===== src/rtl/div_unit.sv =====
`timescale 1ns/1ps
// div_unit -- iterative radix-2 restoring divider for RV32M DIV/DIVU/REM/REMU.
//
// Ports:
//   clk       in   rising-edge clock
//   rst       in   synchronous, active-high reset
//   div_en    in   EX-stage instruction is a divide (held while in EX)
//   div_op    in   [1:0] 00 DIV, 01 DIVU, 10 REM, 11 REMU (sampled at start)
//   op_a      in   [WIDTH-1:0] dividend (sampled at start)
//   op_b      in   [WIDTH-1:0] divisor  (sampled at start)
//   div_kill  in   abort the current divide (pipeline flush)
//   div_done  out  one-cycle pulse, result valid
//   result    out  [WIDTH-1:0] quotient or remainder, held until next DONE
//   busy      out  FSM is not in IDLE
//
// Configuration macro: DIV_EARLY_OUT_EN -- when defined, divide-by-zero and
// signed overflow skip the iterations and complete in the cycle after start.
// Result values are identical either way; only latency differs.
module div_unit #(
    parameter int WIDTH = 32,
    parameter int CNT_W = $clog2(WIDTH + 1)
) (
    input  logic             clk,
    input  logic             rst,
    input  logic             div_en,
    input  logic [1:0]       div_op,
    input  logic [WIDTH-1:0] op_a,
    input  logic [WIDTH-1:0] op_b,
    input  logic             div_kill,
    output logic             div_done,
    output logic [WIDTH-1:0] result,
    output logic             busy
);

    typedef enum logic [1:0] {IDLE, BUSY, DONE} state_t;

    localparam logic [WIDTH-1:0] MIN_NEG = {1'b1, {(WIDTH-1){1'b0}}};

    state_t           state;
    logic [CNT_W-1:0] cnt;

    // Latched operation context
    logic [1:0]       op_q;
    logic [WIDTH-1:0] rem_q;     // partial remainder (always < divisor)
    logic [WIDTH-1:0] quo_q;     // dividend bits shifting out, quotient bits shifting in
    logic [WIDTH-1:0] dvs_q;     // divisor magnitude
    logic             q_neg_q;
    logic             r_neg_q;
    logic             zero_q;
    logic             ovf_q;

    // ------------------------------------------------------------------
    // Start-time operand conditioning
    // ------------------------------------------------------------------
    logic             is_signed;
    logic             a_neg;
    logic             b_neg;
    logic [WIDTH-1:0] a_mag;
    logic [WIDTH-1:0] b_mag;
    logic             b_zero;
    logic             ovf;
    logic             start;

    assign is_signed = ~div_op[0];
    assign a_neg     = is_signed & op_a[WIDTH-1];
    assign b_neg     = is_signed & op_b[WIDTH-1];
    assign a_mag     = a_neg ? -op_a : op_a;
    assign b_mag     = b_neg ? -op_b : op_b;
    assign b_zero    = (op_b == '0);
    assign ovf       = is_signed && (op_a == MIN_NEG) && (op_b == '1);
    assign start     = (state == IDLE) && div_en && !div_kill;
    assign busy      = (state != IDLE);

    // ------------------------------------------------------------------
    // One restoring iteration. The shifted remainder is WIDTH+1 bits; the
    // borrow out of the trial subtraction doubles as the "rem < divisor" test.
    // ------------------------------------------------------------------
    logic [WIDTH:0]   shifted;
    logic [WIDTH:0]   diff;
    logic             take;
    logic [WIDTH-1:0] rem_n;
    logic [WIDTH-1:0] quo_n;

    assign shifted = {rem_q, quo_q[WIDTH-1]};
    assign diff    = shifted - {1'b0, dvs_q};
    assign take    = ~diff[WIDTH];
    assign rem_n   = take ? diff[WIDTH-1:0] : shifted[WIDTH-1:0];
    assign quo_n   = {quo_q[WIDTH-2:0], take};

    // ------------------------------------------------------------------
    // Sign correction and special-case substitution on the final iteration.
    // With a zero divisor every trial subtraction succeeds, so the remainder
    // naturally ends up as |op_a| and its sign correction restores op_a; only
    // the quotient needs overriding.
    // ------------------------------------------------------------------
    logic [WIDTH-1:0] q_fix;
    logic [WIDTH-1:0] r_fix;
    logic [WIDTH-1:0] final_result;

    // NOTE: every signal assigned in always_comb gets a default first so no
    // path leaves it unassigned, which would infer a latch.
    always_comb begin
        q_fix = q_neg_q ? -quo_n : quo_n;
        r_fix = r_neg_q ? -rem_n : rem_n;
        if (zero_q) begin
            q_fix = '1;
        end
        if (ovf_q) begin
            q_fix = MIN_NEG;
            r_fix = '0;
        end
        final_result = op_q[1] ? r_fix : q_fix;
    end

    // ------------------------------------------------------------------
    // Early-out special-case result, computed straight from the inputs
    // ------------------------------------------------------------------
    logic             early_hit;
    logic [WIDTH-1:0] early_result;

`ifdef DIV_EARLY_OUT_EN
    assign early_hit    = b_zero || ovf;
    assign early_result = div_op[1] ? (b_zero ? op_a : '0)
                                    : (b_zero ? '1   : MIN_NEG);
`else
    assign early_hit    = 1'b0;
    assign early_result = '0;
`endif

    // ------------------------------------------------------------------
    // Control FSM with registered outputs
    // ------------------------------------------------------------------
    // NOTE: sequential state uses non-blocking assignments so every register
    // samples the pre-edge values regardless of statement order.
    always_ff @(posedge clk) begin
        if (rst) begin
            state    <= IDLE;
            cnt      <= '0;
            div_done <= 1'b0;
            result   <= '0;
        end else if (div_kill) begin
            // Kill wins over start and completion; result is left untouched.
            state    <= IDLE;
            div_done <= 1'b0;
        end else begin
            case (state)
                IDLE: begin
                    div_done <= 1'b0;
                    if (div_en) begin
                        if (early_hit) begin
                            state    <= DONE;
                            cnt      <= '0;
                            div_done <= 1'b1;
                            result   <= early_result;
                        end else begin
                            state <= BUSY;
                            cnt   <= CNT_W'(WIDTH);
                        end
                    end
                end
                BUSY: begin
                    cnt <= cnt - CNT_W'(1);
                    if (cnt == CNT_W'(1)) begin
                        state    <= DONE;
                        div_done <= 1'b1;
                        result   <= final_result;
                    end
                end
                DONE: begin
                    state    <= IDLE;
                    div_done <= 1'b0;
                end
                default: begin
                    state    <= IDLE;
                    div_done <= 1'b0;
                end
            endcase
        end
    end

    // ------------------------------------------------------------------
    // Datapath registers
    // ------------------------------------------------------------------
    // NOTE: the datapath is deliberately left out of reset; it is always
    // loaded at start before anything reads it, so a reset would only add
    // fan-out on rst.
    always_ff @(posedge clk) begin
        if (start) begin
            op_q    <= div_op;
            rem_q   <= '0;
            quo_q   <= a_mag;
            dvs_q   <= b_mag;
            q_neg_q <= a_neg ^ b_neg;
            r_neg_q <= a_neg;
            zero_q  <= b_zero;
            ovf_q   <= ovf;
        end else if (state == BUSY) begin
            rem_q <= rem_n;
            quo_q <= quo_n;
        end
    end

endmodule


===== config.mk =====
export PLATFORM = sky130hd
export DESIGN_NAME = div_unit
export DESIGN_NICKNAME = d
export VERILOG_FILES = /design/src/rtl/div_unit.sv
export SDC_FILE = /design/constraint.sdc
export NUM_CORES = 1
export LEC_CHECK = 0
export CORE_MARGIN = 2
export CORE_UTILIZATION = 53
export DETAILED_ROUTE_END_ITERATION = 6
export GPL_ROUTABILITY_DRIVEN = 0
export GPL_TIMING_DRIVEN = 0
export HOLD_SLACK_MARGIN = 0.15
export PLACE_DENSITY = 0.78
export SYNTH_ARGS = -nofsm -noshare
export SYNTH_HDL_FRONTEND = slang
export SYNTH_SLANG_ARGS = --single-unit

===== constraint.sdc =====
create_clock -name clk -period 4.2 [get_ports clk]
set_input_delay 0.84 -clock clk [delete_from_list [all_inputs] [get_ports clk]]
set_output_delay 0.84 -clock clk [all_outputs]
set_load 0.05 [all_outputs]

==> results of run 1 <==
-- power by group through the flow --
stage | combinational [mW] | clock, mW | sequential (mW)
after floorplan | 0.524 | 0 | 1.60
after global placement | 0.756 | 0 | 1.62
after detailed placement | 0.772 | 0 | 1.62
after CTS | 0.816 | 1.59 | 1.59
after global routing | 0.948 | 1.64 | 1.60
final | 0.877 | 1.60 | 1.59
-- layout by cell type (no fill, tap or decap), types with 6 or more instances in the layout --
master / count
nor4_1: 19
nor2_1: 104
and2_1: 14
o41ai_1: 11
o31ai_1: 19
a21oi_1: 95
xnor2_1: 61
o21ai_1: 13
nor3_1: 36
clkdlybuf4s50_1: 103
a21o_1: 27
a22o_1: 8
o21a_1: 10
clkbuf_16: 17
inv_6: 6
o21ai_0: 118
ha_1: 36
nand3_1: 18
a31oi_1: 8
nand4_1: 15
a221oi_1: 18
inv_1: 57
mux2_2: 7
and4_1: 9
xor2_1: 62
buf_4: 19
dfxtp_1: 73
edfxtp_1: 69
clkbuf_1: 48
nand2b_1: 15
nor2b_1: 8
mux2i_1: 37
a221oi_2: 6
nand2_1: 153
or3_1: 18
-- final timing paths --
kind                                 start          to  slack [ns]  depth (start not counted)
worst max-delay path             quo_q[31]  result[20]       -0.29                         20
worst min-delay path            result[23]  result[23]        0.46                          1
worst max register to register   quo_q[31]  result[20]       -0.29                         20
worst min register to register  result[23]  result[23]        0.46                          1
-- registers in the layout, summed over array words and instances, names as in the netlist --
register	count
cnt	6
zero_q	1
state	2
result	32
rem_q	32
ovf_q	1
dvs_q	32
div_done	1
op_q	1
quo_q	32
q_neg_q	1
r_neg_q	1
-- layout make-up --
class                      instances  area, um^2  share of cell area, %
clock inverter                    15         175                   1.32
buffer                            58         303                   2.28
multi-input combinational       1059        7100                   53.4
sequential                       142        3530                   26.6
tap                              270         338                   2.54
inverter                          61         235                   1.77
timing repair buffer             122        1180                   8.86
clock buffer                      17         425                   3.20
-- logic make-up (layout without fill, tap and decap cells) --
family,after synthesis,in the layout
AO/OA/AOI/OAI,396,396
XOR/XNOR,126,126
adder cells (fa/ha/maj),40,40
buffers and inverters,119,273
flip-flops,142,142
multiplexers,48,48
AND/OR/NAND/NOR,449,449
-- layer usage --
metal / track usage [%] / part of all wire, % / vias to the layer above
met5: 0 / 0 / -
met4: 13.7 / 4.5 / 0
met3: 6.71 / 9.7 / 126
met2: 49.0 / 45 / 612
met1: 40.1 / 41 / 5244
li1: - / - / 5136
-- stage by stage --
stage	power, mW	setup WS, ns	cells
after detailed placement	2.39	-1.01	1693
after floorplan	2.13	0.00487	1320
after CTS	4.00	-0.241	1739
after global placement	2.37	-0.904	1693
final	4.07	-0.286	1744
after global routing	4.19	-0.408	1744
-- repair_timing --
action	CTS	global route
buffers inserted	14	5
setup endpoints to repair	23	61
pin swaps	16	21
resized for setup	51	26
hold buffers	0	0
-- critical path: cells and delay by family, from the launching register on --
family / cells / cell delay (ns)
compound gates: 7 / 1.48
xor+xnor: 1 / 0.28
fa+ha+maj: 3 / 0.60
buf+inv: 4 / 0.38
flops: 1 / 0.41
mux: 2 / 0.59
simple gates: 3 / 0.62
==> impl_metrics.csv, run 1 <==
group,metric,value,unit
final_layout,num-fill-cells,1714,
logic_synthesis,synth-adder-area-share,4.69,%
critical_path,crit_path_start_kind,"flop",
logic_synthesis,synth_cells,1320,
place,place_hpwl,25.1,mm
clock_tree,cts_buffers,17,
timing,report.final.slew_viol_count,0,
pwr,swShare,31.2,%
floorplanning,num_rows,52,
critical_path,crit_type,"reg -> reg",
critical_path,worst_ep_required_time,4.53,ns
logic_synthesis,ys_types,80,
floorplanning,core,0.0202,mm^2
global_route,grt_pass1_vias,10427,
place,dpl_cell_area,0.0122,mm^2
clock_tree,cts_root_buf,"clkbuf_16",
timing,period_share,107,%
flow_run,maxCapViolCount,0,
place,io_buffers,103,
timing,worstMarginPinSlew,1.09,ns
logic_synthesis,synth_top_family_by_area,"compound AO/OA/AOI/OAI gates",
final_layout,post_route_cells_drive_above_1_share,8.14,%
floorplanning,start_util,53.7,%
floorplanning,io_pins,104,
critical_path,cpPeakStageDelay,0.41,ns
global_route,grt_first_pass_wirelength,52.7,mm
logic_synthesis,synth-simple-area-share,19.9,%
timing,tns,-2.06,ns
timing,finalSetupViolations,11,
critical_path,slowest_stage,"edfxtp_1",
logic_synthesis,synth_fp_nets,1430,
timing,fin_ws,-0.286,ns
final_layout,design_area,0.0133,mm^2
clock_tree,cts.sinks,142,
drt,vias,11118,
logic_synthesis,ys_ff_latch,142,
drt,postRouteAntennaNets,0,
logic_synthesis,synth_top_area_share,19.1,%
drt,wl,34.0,mm
clock_tree,cts.path.max_buffers,2,
timing,hold_viol_final,0,
logic_synthesis,yosysTopAreaCell,"edfxtp_1",
drt,drc,0,
drt,wl_per_cell,19.5,um
logic_synthesis,syn_area_per_cell,8.20,um^2
global_route,antenna_found_initial,0,
drt,vias_per_cell,6.38,
critical_path,crit_path_max_fanout,5,
logic_synthesis,synth_flop_cell,"dfxtp_1",
global_route,overflow,0,
clock_tree,htree_levels,4,
drt,drt-pass1-iter-count,6,
logic_synthesis,synth_edf_count,69,
final_layout,antennaDiodeCount,0,
logic_synthesis,synth_compound_area_share,23.6,%
logic_synthesis,ys_async_sr_fraction,0,%
logic_synthesis,syn_area,0.0108,mm^2
pwr,powerDensity,306,mW/mm^2
min_path,worstHoldPathType,"reg -> reg",
global_route,grt_max_degree,47,
critical_path,worstPathArrival,4.82,ns
clock_tree,cts_tree,"done",
floorplanning,die_y,147,um
pwr,power_frac_clock,39.3,%
global_route,track_usage,30.6,%
drt,drt_iter0_drc,1303,
run_status,failed_checks,"negative setup slack",
pwr,p_seq_share,39.1,%
pwr,ir_worst_vdd,0.284,mV
final_layout,syn2layout_area_growth,22.7,%
logic_synthesis,synth_common_cells,"nand2_1 (154), o21ai_0 (127), nor2_1 (104), a21oi_1 (96), dfxtp_1 (73)",
critical_path,crit_chain,"inv_1, ha_2, inv_2, fa_2, nand3_2, a211o_1, a21oi_4, o2111ai_4, a31oi_4, xor2_4, buf_8, buf_12, mux2i_4, ha_4, nand4_1, nor3_4, a31oi_4, o21ai_2, mux2_4, a32o_1",
critical_path,crit_top_cell,"a31oi_4",
logic_synthesis,synth_most_common_cell,"nand2_1",
run_status,status,"complete, but fails checks",
floorplanning,die_width,147,um
logic_synthesis,seq_area_frac_synth,32.6,%
timing,max-slew-margin-rel,27.0,%
timing,min_period,4.49,ns
logic_synthesis,ys_warn_count,0,
final_layout,finalNetCount,1571,
logic_synthesis,synthTopCellsByArea,"edfxtp_1 (19%), dfxtp_1 (14%), o21ai_0 (5.9%)",
logic_synthesis,synthMuxAreaShare,4.54,%
timing,hold_slack,0.457,ns
floorplanning,die_area,0.0216,mm^2
clock_tree,clk_latency,0.45,ns
pwr,p_leak,5.14,nW
final_layout,fin_util,65.9,%
pwr,p_switching,1.27,mW
timing,fmax,223,MHz
logic_synthesis,synth-xor-area-share,10.4,%
clock_tree,clk_pin_slew,0.07,ns
pwr,combinationalPowerShare,21.6,%
pwr,power.internal,2.80,mW
critical_path,worst_setup_path_end_kind,"flop",
timing,rsz0062_at_grt,"true",
timing,fin_skew,0.0149,ns
Power figures use the tool's default switching activity.
==> run 2, diff against run 1 <==
- CTS_CLUSTER_SIZE: not set -> 40
==> results of run 2 <==
No change in the layout: final DEF, timing and power equal those of run 1.
